--- config.mk ---
export PLATFORM = sky130hd
export DESIGN_NAME = pwm_gen_multi
export DESIGN_NICKNAME = d
export VERILOG_FILES = /design/src/rtl/pwm_pkg.sv /design/src/rtl/pwm_btn_sync.sv /design/src/rtl/pwm_gen_multi.sv
export SDC_FILE = /design/constraint.sdc
export NUM_CORES = 1
export LEC_CHECK = 0
export BUFFER_PORTS_ARGS = -buffer_cell sky130_fd_sc_hd__buf_2
export CAP_MARGIN = 20
export CORE_MARGIN = 1.5
export CORE_UTILIZATION = 46
export CTS_BUF_LIST = sky130_fd_sc_hd__clkbuf_4
export CTS_CLUSTER_DIAMETER = 30
export DETAILED_ROUTE_END_ITERATION = 6
export SYNTH_ARGS = -nofsm -noshare
export SYNTH_HDL_FRONTEND = slang
export SYNTH_HIERARCHICAL = 1
export SYNTH_SLANG_ARGS = --single-unit
--- constraint.sdc ---
create_clock -name clk -period 2.65 [get_ports clk]
set_input_delay 0.53 -clock clk [delete_from_list [all_inputs] [get_ports clk]]
set_output_delay 0.53 -clock clk [all_outputs]
set_load 0.005 [all_outputs]
--- src/rtl/pwm_pkg.sv ---
// Shared helpers for the multi-channel PWM generator: duty width and
// saturating duty arithmetic used on the per-channel shadow registers.
package pwm_pkg;

    function automatic int dw_of(input int period);
        return $clog2(period + 1);
    endfunction

    // Arithmetic is done wider than the duty register, so a step past either end clamps instead of wrapping.
    function automatic int sat_inc(input int cur, input int step, input int period);
        int sum;
        sum = cur + step;
        return (sum > period) ? period : sum;
    endfunction

    function automatic int sat_dec(input int cur, input int step);
        int diff;
        diff = cur - step;
        return (diff < 0) ? 0 : diff;
    endfunction

endpackage

--- src/rtl/pwm_btn_sync.sv ---
// Single-bit 2-flop synchroniser followed by a registered rising-edge detector.
// A 0->1 input sampled at edge k gives a one-cycle pulse seen at edge k+3.
module pwm_btn_sync (
    input  logic clk,
    input  logic rst_n,
    input  logic btn,
    output logic pulse
);
    logic s_p0, s_p1, s_p2;

    always_ff @(posedge clk) begin
        if (!rst_n) begin
            s_p0  <= 1'b0;
            s_p1  <= 1'b0;
            s_p2  <= 1'b0;
            pulse <= 1'b0;
        end else begin
            s_p0  <= btn;
            s_p1  <= s_p0;
            s_p2  <= s_p1;
            pulse <= s_p1 & ~s_p2;
        end
    end

endmodule

--- src/rtl/pwm_gen_multi.sv ---
// NCH-channel PWM generator with one shared period counter, optional phase
// staggering and shadowed duty registers that load only at each channel's boundary.
module pwm_gen_multi
    import pwm_pkg::*;
#(
    parameter int  NCH       = 4,
    parameter int  PERIOD    = 10,
    parameter int  STEP      = 1,
    parameter int  DUTY_INIT = 5,
    parameter int  STAGGER   = 0,
    localparam int DW        = dw_of(PERIOD)
) (
    input  logic              clk,
    input  logic              rst_n,
    input  logic [NCH-1:0]    inc,
    input  logic [NCH-1:0]    dec,
    output logic [NCH-1:0]    pwm,
    output logic [NCH*DW-1:0] duty_o,
    output logic              wrap
);
    localparam logic [DW-1:0] LAST  = DW'(PERIOD - 1);
    localparam logic [DW:0]   PER_X = (DW + 1)'(PERIOD);
    localparam logic [DW-1:0] INIT  = DW'(DUTY_INIT);

    logic [DW-1:0]  cnt;
    logic [NCH-1:0] inc_p;
    logic [NCH-1:0] dec_p;

    always_ff @(posedge clk) begin
        if (!rst_n) begin
            cnt  <= '0;
            wrap <= 1'b0;
        end else begin
            cnt  <= (cnt == LAST) ? '0 : cnt + DW'(1);
            wrap <= (cnt == LAST);
        end
    end

    for (genvar i = 0; i < NCH; i++) begin : g_ch
        localparam logic [DW:0] OFF = (STAGGER != 0) ? (DW + 1)'(i * (PERIOD / NCH)) : '0;

        logic [DW:0]   sum;
        logic [DW-1:0] ph;
        logic [DW-1:0] shadow;
        logic [DW-1:0] act;
        logic          pwm_r;

        pwm_btn_sync u_inc (.clk(clk), .rst_n(rst_n), .btn(inc[i]), .pulse(inc_p[i]));
        pwm_btn_sync u_dec (.clk(clk), .rst_n(rst_n), .btn(dec[i]), .pulse(dec_p[i]));

        // OFF < PERIOD and cnt < PERIOD, so one conditional subtract reduces the sum mod PERIOD.
        always_comb begin
            sum = {1'b0, cnt} + OFF;
            ph  = (sum >= PER_X) ? DW'(sum - PER_X) : sum[DW-1:0];
        end

        always_ff @(posedge clk) begin
            if (!rst_n) begin
                shadow <= INIT;
                act    <= INIT;
                pwm_r  <= 1'b0;
            end else begin
                if (inc_p[i] && !dec_p[i]) begin
                    shadow <= DW'(sat_inc(int'(shadow), STEP, PERIOD));
                end else if (dec_p[i] && !inc_p[i]) begin
                    shadow <= DW'(sat_dec(int'(shadow), STEP));
                end
                // Load reads the pre-update shadow; a same-cycle event waits for the next boundary.
                if (ph == LAST) begin
                    act <= shadow;
                end
                pwm_r <= (ph < act);
            end
        end

        assign pwm[i]              = pwm_r;
        assign duty_o[i*DW +: DW]  = act;
    end

endmodule

Word-level counts from Yosys, hierarchy flattened
Cells that the tools add are included.
- bits in registers: 73
- input bits: 10
- output and inout bits: 21
- word-level logic and storage cells: 126
- add/sub/neg operators: 10
- order comparisons: 13
- equality and inequality tests: 2
- muxes and demuxes: 17
- bitwise operators: 17
- reduce and logical (&&, ||, !) cells: 21
- operators with widths (kind ; count):
    $mux 4 ; 17
    $add 4x1->5 const B ; 4
    $gt 5x4->1 const B ; 4
    $lt 5x1->1 const B ; 4
    $sub 4x1->5 const B ; 4
    $lt 4x4->1 ; 4
    $not 1->1 ; 9
    $and 1x1->1 ; 8
    $eq 4x4->1 const B ; 2
    $logic_and 1x1->1 ; 8
    $logic_not 1->1 ; 8
    $reduce_bool 2->1 ; 4
    $add 4x1->4 const B ; 1
    $ge 4x4->1 const B ; 1
    $sub 4x4->4 const B ; 1
    $reduce_or 2->1 ; 1

Longest topological paths before layout
Gate-level depths: netlist of the first run.
- word-level depth: 5
- gate-level depth with buffers: 8
- gate-level depth less buffers: 8

By module
Netlist of the first run, hierarchy kept.
- modules (own cells, without submodules) (module ; instances ; cells an instance ; area each (µm²)):
    pwm_gen_multi ; 1 ; 330 ; 2768.9
    pwm_btn_sync ; 8 ; 8 ; 111.4

Worst setup path after synthesis of the first run
OpenSTA, ideal clock, no wires.
- path kind: register to register
- start point: register cnt[0]
- end point: register g_ch[0].act[0]
- library setup time: 0.073 ns
- data arrival time: 1.972 ns
- data required time: 2.577 ns
- slack: 0.605 ns
- cell stages (with the launch flop): 8
- clock period less this slack: 2.045 ns
- cell sequence: dfxtp_1 > inv_1 > ha_1 > or4b_1 > a221o_1 > buf_6 > buf_6 > o211ai_2
- word-level cells in the longest chain between the ends: 3
- elaborated cells between the ends (all ways): 4
- those cells by class: add/sub (1); order compare (1); eq/ne (1); mux (1)
- ends and longest elaborated chain (item ; line ; text):
    start, declared ; pwm_gen_multi.sv:25 ; logic [DW-1:0] cnt;
    start signal, assigned ; pwm_gen_multi.sv:34 ; cnt <= (cnt == LAST) ? '0 : cnt + DW'(1);
    $sub 4x4->4 or $ge 4x4->1 (tied branches) ; pwm_gen_multi.sv:54 ; ph = (sum >= PER_X) ? DW'(sum - PER_X) : sum[DW-1:0];
    $mux 4 (*) ; pwm_gen_multi.sv:54 ;
    $eq 4x4->1 (*) ; pwm_gen_multi.sv:69 ; if (ph == LAST) begin
    end signal, assigned ; pwm_gen_multi.sv:70 ; act <= shadow;
    end, declared ; pwm_gen_multi.sv:45 ; logic [DW-1:0] act;
Every way passes the cells marked *; elsewhere a longest branch is shown, timed or not.
A chain may end at the register's enable or synchronous reset.

Worst setup path after layout of the first run
- start point: register cnt[0]
- end point: register g_ch[3].act[2]
- word-level cells in the longest chain between the ends: 3
- elaborated cells between the ends (all ways): 4
- those cells by class: add/sub (1); order compare (1); eq/ne (1); mux (1)
- ends and longest elaborated chain (item ; line):
    $sub 4x4->4 or $ge 4x4->1 (tied branches) ; pwm_gen_multi.sv:54
    $mux 4 (*) ; pwm_gen_multi.sv:54
    $eq 4x4->1 (*) ; pwm_gen_multi.sv:69
    end signal, assigned ; pwm_gen_multi.sv:70
    end, declared ; pwm_gen_multi.sv:45
Marks and branches as above.

==> results of run 1 <==
worst max-delay path, delay by kind of cell, from the launching register on:
kind	cells	cell delay, ps
fa+ha+maj	1	240
flops	1	480
buf+inv	2	300
compound gates	1	460
simple gates	2	610
mux	1	150
cells by family after synthesis:
kind of cell,synth area share [%]
AND/OR/NAND/NOR,20.1
AO/OA/AOI/OAI,19.0
flip-flops,39.9
buffers and inverters,6.70
adder cells (fa/ha/maj),11.3
multiplexers,2.74
XOR/XNOR,0.239
report_power, final:
group	internal (mW)	total [mW]	leakage (nW)	switching (mW)
combinational	0.111	0.226	1.23	0.114
sequential	1.14	1.18	0.597	0.0452
clock	0.396	0.795	0.0828	0.399
total	1.65	2.20	1.91	0.558
worst max-delay path by stage:
stage / end / slack [ps]
global route: g_ch[2].act[2] / 150
finish: g_ch[3].act[2] / 310
global placement: g_ch[3].act[2] / 380
CTS: g_ch[3].act[2] / 290
detailed placement: g_ch[2].act[2] / 330
floorplan: g_ch[0].act[0] / 610
state kept, by name, indices dropped and copies added, names as in the netlist:
signal / count
cnt: 4
g_ch.act: 16
g_ch.pwm_r: 4
g_ch.shadow: 16
g_ch.u_dec/pulse: 4
g_ch.u_dec/s_p0: 4
g_ch.u_dec/s_p1: 4
g_ch.u_dec/s_p2: 4
g_ch.u_inc/pulse: 4
g_ch.u_inc/s_p0: 4
g_ch.u_inc/s_p1: 4
g_ch.u_inc/s_p2: 4
wrap: 1
cell usage after synthesis (2+ instances only):
cell type / count / share of area [%]
o311a_1: 3 / 0.82
nand4_1: 2 / 0.34
o221a_2: 2 / 0.62
o311ai_0: 5 / 1.2
o21ai_0: 16 / 2.2
nand2b_1: 15 / 2.6
and2_2: 24 / 4.9
nor2b_1: 8 / 1.4
clkbuf_1: 13 / 1.3
ha_1: 33 / 11
o2111ai_1: 2 / 0.48
nor2_1: 13 / 1.3
nor3_1: 6 / 0.82
o41ai_1: 3 / 0.72
o211ai_1: 3 / 0.62
mux2i_1: 10 / 2.7
nand2_1: 30 / 3.1
a211o_1: 5 / 1.2
and3b_1: 8 / 1.9
o221ai_1: 4 / 0.96
buf_4: 4 / 0.82
dfxtp_1: 73 / 40
o21ai_2: 4 / 0.96
a21oi_1: 15 / 2.1
nand3_1: 11 / 1.5
a31o_2: 2 / 0.48
nor3b_1: 2 / 0.41
a21o_1: 11 / 2.3
inv_1: 36 / 3.7
buf_6: 2 / 0.62
o21a_1: 2 / 0.41
o211ai_2: 5 / 1.7
o2bb2a_1: 2 / 0.55
nand3b_1: 5 / 1.0
o211a_1: 2 / 0.55
a211oi_1: 2 / 0.41
cells in the final DEF (no fill, tap or decap), drive strengths merged, types with 2 or more instances in the layout:
master | Yosys | layout
a211o | 5 | 5
a211oi | 2 | 2
a21o | 11 | 11
a21oi | 15 | 15
a31o | 2 | 2
and2 | 25 | 25
and3b | 8 | 8
buf | 8 | 32
bufinv | 0 | 2
clkbuf | 13 | 10
clkinv | 0 | 2
clkinvlp | 0 | 2
dfxtp | 73 | 73
ha | 33 | 33
inv | 36 | 36
mux2i | 10 | 10
nand2 | 30 | 30
nand2b | 15 | 15
nand3 | 11 | 11
nand3b | 5 | 5
nand4 | 2 | 2
nor2 | 13 | 13
nor2b | 8 | 8
nor3 | 6 | 6
nor3b | 2 | 2
o2111ai | 2 | 2
o211a | 2 | 2
o211ai | 8 | 8
o21a | 2 | 2
o21ai | 21 | 21
o221a | 2 | 2
o221ai | 4 | 4
o2bb2a | 2 | 2
o311a | 3 | 3
o311ai | 5 | 5
o41ai | 3 | 3
stage by stage:
stage / util [%] / setup WS, ps / power (mW) / cell area [sq um] / instances
floorplan: - / 605 / 1.38 / 3660 / 394
global placement: 50.0 / 377 / 1.43 / 3870 / 507
detailed placement: 50.0 / 331 / 1.43 / 3870 / 507
CTS: 52.2 / 292 / 2.24 / 4040 / 523
global route: 52.2 / 146 / 2.33 / 4040 / 523
finish: 52.2 / 309 / 2.20 / 4040 / 523
layer usage:
layer  vias up  global-route usage, %  share of wire, %
li1       1420                      -                 -
met1      1238                   19.9                50
met2        44                   28.8                45
met3        10                   3.73               3.4
met4         0                   6.79               1.8
met5         -                      0                 0
area by class of cell:
class	count	area share, %
clock buffer	10	1.86
clock inverter	6	2.29
inverter	36	3.35
multi-input combinational	264	48.4
sequential	73	36.2
tap	102	3.16
timing repair buffer	32	4.71
==> impl_summary.log, run 1 <==
[metrics] status: complete, no violations
[metrics] height of the chip: just over 90 um
[metrics] minimum clock period after layout: between 2000 and 2500 ps
[metrics] Final period util: between 80 and 90%
[metrics] layout overhead on the synthesized area: 10.3%
[metrics] Fin Clk Skew: between 10 and 15 ps
[metrics] antenna violation net count after detailed routing: 0
[metrics] fraction of layout instances using a drive strength above 1: 20.2%
[metrics] Final Routed Wirelength: roughly 6300 um
[metrics] source-to-sink clock delay at the later pin of the worst-skew pair: ~410 ps
[metrics] number of nets at the end of the flow: 459
[metrics] CP Class: reg -> reg
[metrics] CTS tree: yes
[metrics] R2R Path End: g_ch[3].act[2]
[metrics] Max Transition Viols Final: 0
[metrics] source of the critical timing path: cnt[0]
[metrics] I/O pin count: 31
[metrics] iteration-0 DRC count of the detailed router: about 130
[metrics] setup TNS: 0 ps
[metrics] number of buffers on the longest clock path: 2
[metrics] Core Area: slightly below 0.008 sq mm
[metrics] via count normalized by instance count: 5.19
[metrics] data required time of the critical path: just under 3000 ps
[metrics] number of detailed-routing iterations run before antenna repair: 4
[metrics] Die Footprint: between 0.008 and 0.009 sq mm
[metrics] count of input and output buffers: 30
[metrics] worst hold path type: in -> reg
[metrics] GRT overflow: 0
[metrics] FILL cells: between 700 and 800
[metrics] Avg Cell Area, Syn: between 9 and 10 sq um
[metrics] startpoint type of the worst setup path: register
[metrics] Least-Margin Pin Slew: 536 ps
[metrics] first-pass GRT wire length: between 10000 and 15000 um
[metrics] static leakage: around 1.9 nW
[metrics] pin count of the biggest net entering global routing: 52
[metrics] type of destination of the critical path: register
[metrics] origin of the worst min-delay path: inc[1]
[metrics] area of all sequential standard cells: between 0.001 and 0.0015 sq mm
[metrics] number of buffers added for setup after CTS: 0
[metrics] count of flip-flops with a built-in enable after synthesis: 0
[metrics] flip-flop cell with the highest count after synthesis: dfxtp_1
[metrics] P per Cell Area: roughly 550 mW/mm^2
[metrics] number of buffers inserted by hold repair at cts: 0
[metrics] unrepaired setup endpoints after global routing: no
[metrics] worst-case hold slack: around 330 ps
[metrics] relative max-transition margin: around 64%
[metrics] post-cts gate resize count: 0
[metrics] fraction of synthesis flops using an asynchronous set or reset pin: 0%
[metrics] worst reg-to-reg path cell count: 7
[metrics] worst reg2reg setup slack: about 310 ps
[metrics] CTS root buffer: clkbuf_4
[metrics] Seq/Total Area, Yosys: ~40%
[metrics] Ys Warns: 6
[metrics] max-capacitance violation count: 0
[metrics] final setup vio count: 0
[metrics] number of placement rows: 32
[metrics] worst hold path stage count: 2
[metrics] TritonCTS Sinks: 73
[metrics] FF+latch count, synth: 73
[metrics] Synth Net Count: 437
[metrics] largest vdd supply drop: between 0.3 and 0.4 mV
[metrics] final HPWL from detailed placement: ~4300 um
[metrics] cts bufs inserted: 9
[metrics] DRC errors left: 0
[metrics] terminating pin of the worst hold path: g_ch[1].u_inc/s_p0
[metrics] initial core utilization: between 40 and 50%
[metrics] Distinct cells, synth: 47
[metrics] Antenna Cells: 0
[metrics] netlist area before placement: between 0.003 and 0.004 sq mm
[metrics] Hold Vio Cnt, Final: 0
[metrics] GRT Util Overall: around 17%
[metrics] routed wire length per instance: about 12 um
[metrics] antenna violations before repair: 0
[metrics] Clk pin slew, worst setup/hold paths: ~120 ps
[metrics] Max stage delay cell, worst path: or4b_1
[metrics] Crit Path Max Fanout: 24
[metrics] worst reg2reg path startpoint: cnt[0]
[metrics] vias in the first global route: between 2000 and 3000
[metrics] Chip Width: about 90 um
[metrics] placer congestion estimate: 0.854
[metrics] area of the multi-input gates: 0.00195 sq mm
[metrics] arrival time worst endpoint: around 2700 ps
[metrics] Worst path max stage delay: approximately 550 ps
[metrics] count of mapped cells out of synthesis: a little under 400
[metrics] Critical Path, Cell by Cell: inv_1, ha_1, or4b_1, a221o_1, buf_12, mux2i_1, nand2_1
[metrics] H-Tree Depth: 3
[metrics] Vias: roughly 2700
[metrics] Max Clock Freq: around 430 MHz
No activity file was read; power rests on OpenSTA's default activity.
==> inputs of run 2 (changes only) <==
--- a/config.mk
+++ b/config.mk
@@ -5,7 +5,7 @@
 export SDC_FILE = /design/constraint.sdc
 export NUM_CORES = 1
 export LEC_CHECK = 0
-export BUFFER_PORTS_ARGS = -buffer_cell sky130_fd_sc_hd__buf_2
+export BUFFER_PORTS_ARGS = -buffer_cell sky130_fd_sc_hd__buf_4
 export CAP_MARGIN = 20
 export CORE_MARGIN = 1.5
 export CORE_UTILIZATION = 46
==> run 2 against run 1 <==
Fmax rose by 0.60%. Global-route usage fell by 0.35 points. Worst hold slack improved by 7.8 ps. Critical path type unchanged. Wire length barely moved. Via count barely moved. Largest power group unchanged. Die area did not move. First-iteration DRC count rose by 12%. Core utilization barely moved. Final area barely moved. Largest cell class unchanged. Critical endpoint is now g_ch[1].act[2].
==> impl_summary.log, run 2 (synthesis results as in run 1) <==
[metrics] Chip Width: 92.2 um (unchanged)
[metrics] CP Class: reg -> reg (unchanged)
[metrics] overall power of the completed layout: 2.07 mW (was 2.20 mW)
[metrics] Switching Fraction: 26.2% (was 25.3%)
[metrics] TritonCTS Sinks: 73 (unchanged)
[metrics] Final Routed Wirelength: 6270 um (about the same)
[metrics] P per Cell Area: 513 mW/mm^2 (was 546 mW/mm^2)
[metrics] height of the chip: 92.2 um (unchanged)
[metrics] layout overhead on the synthesized area: 10.3% (about the same)
[metrics] largest vdd supply drop: 0.356 mV (was 0.398 mV)
[metrics] number of buffers added for setup after CTS: 0 (unchanged)
[metrics] Max Clock Freq: 430 MHz (was 427 MHz)
[metrics] placed cell areas: 0.00391 sq mm (was 0.00387 sq mm)
[metrics] post-cts gate resize count: 0 (unchanged)
[metrics] GRT overflow: 0 (unchanged)
[metrics] H-Tree Depth: 3 (unchanged)
[metrics] Final period util: 87.8% (was 88.3%)
[metrics] minimum clock period after layout: 2330 ps (was 2340 ps)
[metrics] status: complete, no violations (unchanged)
[metrics] Max Transition Viols Final: 0 (unchanged)
[metrics] Antenna Cells: 0 (unchanged)
[metrics] portion of total power attributed to sequential cells: 57.2% (was 53.7%)
[metrics] Finished Core Util: 52.3% (was 52.2%)
[metrics] GRT Util Overall: 16.3% (was 16.7%)
[metrics] antenna violation net count after detailed routing: 0 (unchanged)
[metrics] number of buffers on the longest clock path: 2 (unchanged)
[metrics] number of placement rows: 32 (unchanged)
[metrics] setup TNS: 0 ps (unchanged)
[metrics] most frequent cells in the layout: 73 x dfxtp_1, 36 x inv_1, 33 x ha_1, 31 x buf_4, 30 x nand2_1 (was 73 x dfxtp_1, 36 x inv_1, 33 x ha_1, 30 x nand2_1, 30 x buf_2)
[metrics] max-capacitance violation count: 0 (unchanged)
[metrics] source-to-sink clock delay at the later pin of the worst-skew pair: 400 ps (was 410 ps)
[metrics] static leakage: 1.90 nW (was 1.91 nW)
[metrics] number of nets at the end of the flow: 458 (was 459)
[metrics] via count normalized by instance count: 5.21 (was 5.19)
[metrics] Clk pin slew, worst setup/hold paths: 120 ps (about the same)
[metrics] logic gate share of total power: 10.9% (was 10.2%)
[metrics] clock network power share: 31.9% (was 36.1%)
[metrics] number of detailed-routing iterations run before antenna repair: 4 (unchanged)
[metrics] first-pass GRT wire length: 11300 um (was 11500 um)
[metrics] pin count of the biggest net entering global routing: 81 (was 52)
[metrics] worst hold path type: in -> reg (unchanged)
[metrics] vias in the first global route: 2562 (was 2671)
[metrics] Switching Power: 0.542 mW (was 0.558 mW)
[metrics] Core Area: 0.00773 sq mm (unchanged)
[metrics] arrival time worst endpoint: 2600 ps (was 2650 ps)
[metrics] DRC errors left: 0 (unchanged)
[metrics] placer congestion estimate: 0.826 (was 0.854)
[metrics] routed wire length per instance: 12.0 um (about the same)
[metrics] most common cell after layout, fill and taps aside: dfxtp_1 (unchanged)
[metrics] initial core utilization: 47.4% (unchanged)
[metrics] Vias: 2713 (was 2712)
[metrics] count of input and output buffers: 30 (unchanged)
[metrics] Least-Margin Pin Slew: 714 ps (was 536 ps)
[metrics] worst-case hold slack: 333 ps (was 326 ps)
[metrics] final setup vio count: 0 (unchanged)
[metrics] post-route cell area: 0.00404 sq mm (about the same)
[metrics] Die Footprint: 0.00850 sq mm (unchanged)
[metrics] relative max-transition margin: 52.4% (was 63.8%)
[metrics] startpoint type of the worst setup path: register (unchanged)
[metrics] cts bufs inserted: 9 (unchanged)
[metrics] type of destination of the critical path: register (unchanged)
[metrics] number of buffers inserted by hold repair at cts: 0 (unchanged)
[metrics] antenna violations before repair: 0 (unchanged)
[metrics] Fin Clk Skew: 15.4 ps (was 11.9 ps)
[metrics] CTS root buffer: clkbuf_4 (unchanged)
[metrics] Crit Path Max Fanout: 29 (was 24)
[metrics] CTS tree: yes (unchanged)
[metrics] iteration-0 DRC count of the detailed router: 140 (was 125)
[metrics] fraction of layout instances using a drive strength above 1: 19.6% (was 20.2%)
[metrics] Hold Vio Cnt, Final: 0 (unchanged)
[metrics] final HPWL from detailed placement: 4220 um (was 4330 um)
[metrics] unrepaired setup endpoints after global routing: no (unchanged)
[metrics] Int Power: 1.53 mW (was 1.65 mW)
[metrics] data required time of the critical path: 2930 ps (was 2960 ps)
[metrics] I/O pin count: 31 (unchanged)
[metrics] registers with the most flip-flops: g_ch.act (16), g_ch.shadow (16) (unchanged)
## run 2: cell types whose count changed in the layout (fill, tap and decap cells not counted), sizes merged
cell      change
clkinv        +2
buf           -1
bufinv        -1
clkbuf        -1
clkinvlp      -1
## run 2: path summary, 6_finish.rpt
check,start,endpoint,slack (ps),depth (start not counted)
hold / removal,dec[2],g_ch[2].u_dec/s_p0,330,2
setup reg to reg,cnt[0],g_ch[1].act[2],320,7
setup / recovery,cnt[0],g_ch[1].act[2],320,7
hold reg to reg,g_ch[1].u_dec/s_p0,g_ch[1].u_dec/s_p1,440,1
## run 2: area by class of cell
cell class / instances / area, sq um
Tap cell: 102 / 128
Timing Repair Buffer: 31 / 233
Sequential cell: 73 / 1460
Clock inverter: 6 / 60.1
Multi-Input combinational cell: 264 / 1950
Inverter: 36 / 135
Fill cell: 715 / 3690
Clock buffer: 9 / 67.6
## run 2: critical path, cell delays in order, from the launching register on
cell	delay, ps
dfxtp_1	480
inv_1	100
ha_1	240
or4b_1	550
a221o_1	340
buf_4	240
mux2i_1	180
nand2_1	60
## run 2: through the flow
step                      instances  setup slack [ps]
final                           521               323
after global routing            521               107
after CTS                       521               302
after detailed placement        506               322
after global placement          506               415
after floorplan                 394               605
## run 2: power groups by stage
stage | logic [mW] | registers, mW | clock network (mW)
final | 0.226 | 1.19 | 0.661
after CTS | 0.229 | 1.18 | 0.690
after floorplan | 0.196 | 1.19 | 0
after global routing | 0.262 | 1.19 | 0.738
after detailed placement | 0.228 | 1.21 | 0
after global placement | 0.223 | 1.21 | 0
## run 2: per-layer routing
metal	GRT usage, %	routed length [um]	vias up
met5	0	0	-
met4	6.54	104	0
met3	3.81	167	11
met2	27.0	2870	29
met1	20.4	3130	1264
li1	-	-	1409
==> inputs of run 3 (changes only) <==
--- a/config.mk
+++ b/config.mk
@@ -14,5 +14,4 @@
 export DETAILED_ROUTE_END_ITERATION = 6
 export SYNTH_ARGS = -nofsm -noshare
 export SYNTH_HDL_FRONTEND = slang
-export SYNTH_HIERARCHICAL = 1
 export SYNTH_SLANG_ARGS = --single-unit
==> constraint.sdc (replaced) <==
create_clock -name clk -period 2.65 [get_ports clk]
set_input_delay 0.3975 -clock clk [delete_from_list [all_inputs] [get_ports clk]]
set_output_delay 0.3975 -clock clk [all_outputs]
set_load 0.005 [all_outputs]
==> run 3 against run 2 <==
Via count decreased by 0.11%. Clock power increased by 2%. Area after synthesis increased by 1.1%. Wire length increased by 6.3%. Clock skew decreased by 5.0 ps. Sequential power about the same. Die area increased by 1.1%. Register-to-register slack improved by 20 ps. Core utilization increased by 0.21 points. Non-clock buffer count unchanged. Sequential share of layout area decreased by 0.33 points. Critical path depth decreased by 2. Highest routed layer unchanged.
==> impl_summary.log, run 3 <==
[metrics] status: complete, no violations (unchanged)
[metrics] Die Footprint: 0.00859 sq mm (was 0.00850 sq mm)
[metrics] most area-hungry cell type in the Yosys netlist: dfxtp_1 (unchanged)
[metrics] I/O pin count: 31 (unchanged)
[metrics] FILL cells: 772 (was 715)
[metrics] Cell Count Post-Placement: 520 (was 506)
[metrics] antenna violations before repair: 0 (unchanged)
[metrics] clock network power share: 32.1% (was 31.9%)
[metrics] CTS tree: yes (unchanged)
[metrics] max-capacitance violation count: 0 (unchanged)
[metrics] CP Class: reg -> reg (unchanged)
[metrics] Fin Clk Skew: 10.4 ps (was 15.4 ps)
[metrics] worst-case hold slack: 192 ps (was 333 ps)
[metrics] Switching Power: 0.550 mW (was 0.542 mW)
[metrics] Distinct cells, synth: 32 (was 47)
[metrics] Hold Vio Cnt, Final: 0 (unchanged)
[metrics] via count normalized by instance count: 5.06 (was 5.21)
[metrics] vias in the first global route: 2555 (was 2562)
[metrics] pin count of the biggest net entering global routing: 81 (unchanged)
[metrics] source-to-sink clock delay at the later pin of the worst-skew pair: 410 ps (was 400 ps)
[metrics] Avg Cell Area, Syn: 9.03 sq um (was 9.29 sq um)
[metrics] overall power of the completed layout: 2.10 mW (was 2.07 mW)
[metrics] placer congestion estimate: 0.834 (was 0.826)
[metrics] area of the multi-input gates: 0.00199 sq mm (was 0.00195 sq mm)
[metrics] FF+latch count, synth: 73 (unchanged)
[metrics] wire length on met1: 3360 um (was 3130 um)
[metrics] initial core utilization: 47.6% (was 47.4%)
[metrics] final setup vio count: 0 (unchanged)
[metrics] iteration-0 DRC count of the detailed router: 116 (was 140)
[metrics] post-cts gate resize count: 0 (unchanged)
[metrics] Final period util: 87.0% (was 87.8%)
[metrics] cts bufs inserted: 9 (unchanged)
[metrics] registers with the most flip-flops: g_ch.act (16), g_ch.shadow (16) (unchanged)
[metrics] count leader, synth: dfxtp_1 (unchanged)
[metrics] Chip Width: 92.7 um (was 92.2 um)
[metrics] GRT Util Overall: 17.3% (was 16.3%)
[metrics] area share of and/or/nand/nor cells after synthesis: 20.7% (was 20.1%)
[metrics] relative max-transition margin: 31.3% (was 52.4%)
[metrics] static leakage: 1.84 nW (was 1.90 nW)
[metrics] number of detailed-routing iterations run before antenna repair: 4 (unchanged)
[metrics] Seq/Total Area, Yosys: 39.5% (was 39.9%)
[metrics] count of input and output buffers: 30 (unchanged)
[metrics] setup TNS: 0 ps (unchanged)
[metrics] Ys Warns: 0 (was 6)
[metrics] Antenna Cells: 0 (unchanged)
[metrics] worst hold path stage count: 2 (unchanged)
[metrics] worst hold path type: in -> reg (unchanged)
[metrics] Max Clock Freq: 434 MHz (was 430 MHz)
[metrics] multiplexer fraction of the synthesized cell area: 5.41% (was 2.74%)
[metrics] fraction of synthesis flops using an asynchronous set or reset pin: 0% (unchanged)
[metrics] post-synthesis share of cell area spent on full adders, half adders and majority gates: 11.2% (was 11.3%)
[metrics] met2 wire length: 3040 um (was 2870 um)
[metrics] number of buffers added for setup after CTS: 0 (unchanged)
[metrics] routed wire length per instance: 12.4 um (was 12.0 um)
[metrics] Least-Margin Pin Slew: 1030 ps (was 714 ps)
[metrics] most frequent cells in the layout: 73 x dfxtp_1, 39 x nand2_1, 35 x inv_1, 33 x ha_1, 31 x buf_4 (was 73 x dfxtp_1, 36 x inv_1, 33 x ha_1, 31 x buf_4, 30 x nand2_1)
[metrics] largest vdd supply drop: 0.292 mV (was 0.356 mV)
[metrics] flip-flop cell with the highest count after synthesis: dfxtp_1 (unchanged)
[metrics] GRT overflow: 0 (unchanged)
[metrics] Int Power: 1.55 mW (was 1.53 mW)
[metrics] top cells by instance count after synthesis: 73 x dfxtp_1, 39 x nand2_1, 35 x inv_1 (was 73 x dfxtp_1, 36 x inv_1, 33 x ha_1)
[metrics] height of the chip: 92.7 um (was 92.2 um)
[metrics] area of all sequential standard cells: 0.00146 sq mm (unchanged)
[metrics] type of destination of the critical path: register (unchanged)
[metrics] count of mapped cells out of synthesis: 410 (was 394)
[metrics] most common cell after layout, fill and taps aside: dfxtp_1 (unchanged)
[metrics] antenna violation net count after detailed routing: 0 (unchanged)
[metrics] number of placement rows: 32 (unchanged)
[metrics] number of non-filler instances in the completed layout: 536 (was 521)
[metrics] unrepaired setup endpoints after global routing: no (unchanged)
[metrics] Area contributors post-synth: dfxtp_1 39%, ha_1 11%, mux2i_1 5.4% (was dfxtp_1 40%, ha_1 11%, and2_2 4.9%)
[metrics] Clk pin slew, worst setup/hold paths: 120 ps (about the same)
[metrics] logic gate share of total power: 11.5% (was 10.9%)
[metrics] netlist area before placement: 0.00370 sq mm (was 0.00366 sq mm)
[metrics] number of buffers on the longest clock path: 2 (unchanged)
[metrics] fraction of layout instances using a drive strength above 1: 12.2% (was 19.6%)
[metrics] final HPWL from detailed placement: 4520 um (was 4220 um)
[metrics] arrival time worst endpoint: 2650 ps (was 2600 ps)
[metrics] Vias: 2710 (was 2713)
[metrics] startpoint type of the worst setup path: register (unchanged)
[metrics] minimum clock period after layout: 2310 ps (was 2330 ps)
[metrics] CTS root buffer: clkbuf_4 (unchanged)
[metrics] Core Area: 0.00777 sq mm (was 0.00773 sq mm)
[metrics] area share of the leading cell type in the synthesized netlist: 39.5% (was 39.9%)
[metrics] Synth Net Count: 453 (was 437)
[metrics] Switching Fraction: 26.2% (about the same)
[metrics] Final Routed Wirelength: 6670 um (was 6270 um)
[metrics] number of nets at the end of the flow: 472 (was 458)
[metrics] worst reg-to-reg path cell count: 5 (was 7)
[metrics] first-pass GRT wire length: 11700 um (was 11300 um)
[metrics] top routing layer in use: met4 (unchanged)
[metrics] Crit Path Max Fanout: 16 (was 29)
[metrics] post-synthesis compound-gate area fraction: 15.5% (was 19.0%)
[metrics] TritonCTS Sinks: 73 (unchanged)
[metrics] DRC errors left: 0 (unchanged)
[metrics] Max Transition Viols Final: 0 (unchanged)
[metrics] dominant combinational cell family by area after synthesis: simple AND/OR/NAND/NOR gates (unchanged)
[metrics] count of flip-flops with a built-in enable after synthesis: 0 (unchanged)
[metrics] length of routed met3 wiring: 148 um (was 167 um)
[metrics] portion of total power attributed to sequential cells: 56.4% (was 57.2%)
[metrics] layout overhead on the synthesized area: 10.1% (was 10.3%)
[metrics] Post-Synth XOR/XNOR Area: 0.947% (was 0.239%)
[metrics] H-Tree Depth: 3 (unchanged)
[metrics] number of buffers inserted by hold repair at cts: 0 (unchanged)
[metrics] data required time of the critical path: 2990 ps (was 2930 ps)
[metrics] P per Cell Area: 515 mW/mm^2 (was 513 mW/mm^2)
run 3: changes by cell type after synthesis, sizes merged, moves of 7 or more:
| cell | before | now |
|---|---|---|
| nor2b | 8 | 24 |
| nand3 | 11 | 2 |
| nand2 | 30 | 39 |
| and3b | 8 | 0 |
| mux2i | 10 | 20 |
| o211ai | 8 | 1 |
run 3: cell families after synthesis:
kind of cell | count (synthesis)
AOI/OAI and AO/OA | 80
xor gates and xnor gates | 4
adders and majority gates | 33
buffers and inverters | 58
DFF | 73
muxes | 20
and+or+nand+nor | 142
run 3: metrics by stage:
stage          utilization, %  setup WS [ps]  instance area, sq um
4_1_cts                  52.5            330                  4080
5_1_grt                  52.5            193                  4080
2_1_floorplan               -            762                  3700
3_5_place_dp             50.7            339                  3940
6_report                 52.5            344                  4080
3_3_place_gp             50.7            412                  3940
run 3: final cells by class:
type | count | area share, %
multi-input cells | 279 | 48.8
flip-flops and latches | 73 | 35.9
clock inverters | 6 | 1.44
repair buffers | 31 | 5.71
inverters | 35 | 3.22
well taps | 102 | 3.13
clock buffers | 10 | 1.84
run 3: power by group through the flow:
stage	sequential [mW]	combinational [mW]	clock, mW
after floorplan	1.18	0.212	0
after global placement	1.21	0.238	0
after detailed placement	1.21	0.243	0
after CTS	1.18	0.245	0.699
after global routing	1.19	0.278	0.758
final	1.18	0.241	0.673
run 3: final timing paths:
check,from,end,slack (ps)
setup / recovery,cnt[1],g_ch[2].act[0],340
hold / removal,inc[3],g_ch[3].u_inc.s_p0,190
setup reg to reg,cnt[1],g_ch[2].act[0],340
hold reg to reg,g_ch[2].u_dec.s_p2,g_ch[2].u_dec.pulse,380
run 3: per-layer routing:
metal,vias to the layer above,GRT usage (%)
met5,-,0
met4,0,8.33
met1,1251,22.1
met2,27,27.9
met3,9,3.20
li1,1423,-
run 3: critical path: stages (launching register included):
cell      delay [ps]
dfxtp_1          500
inv_1            140
ha_1             310
a211oi_2         130
nor3_4           880
mux2i_1          290
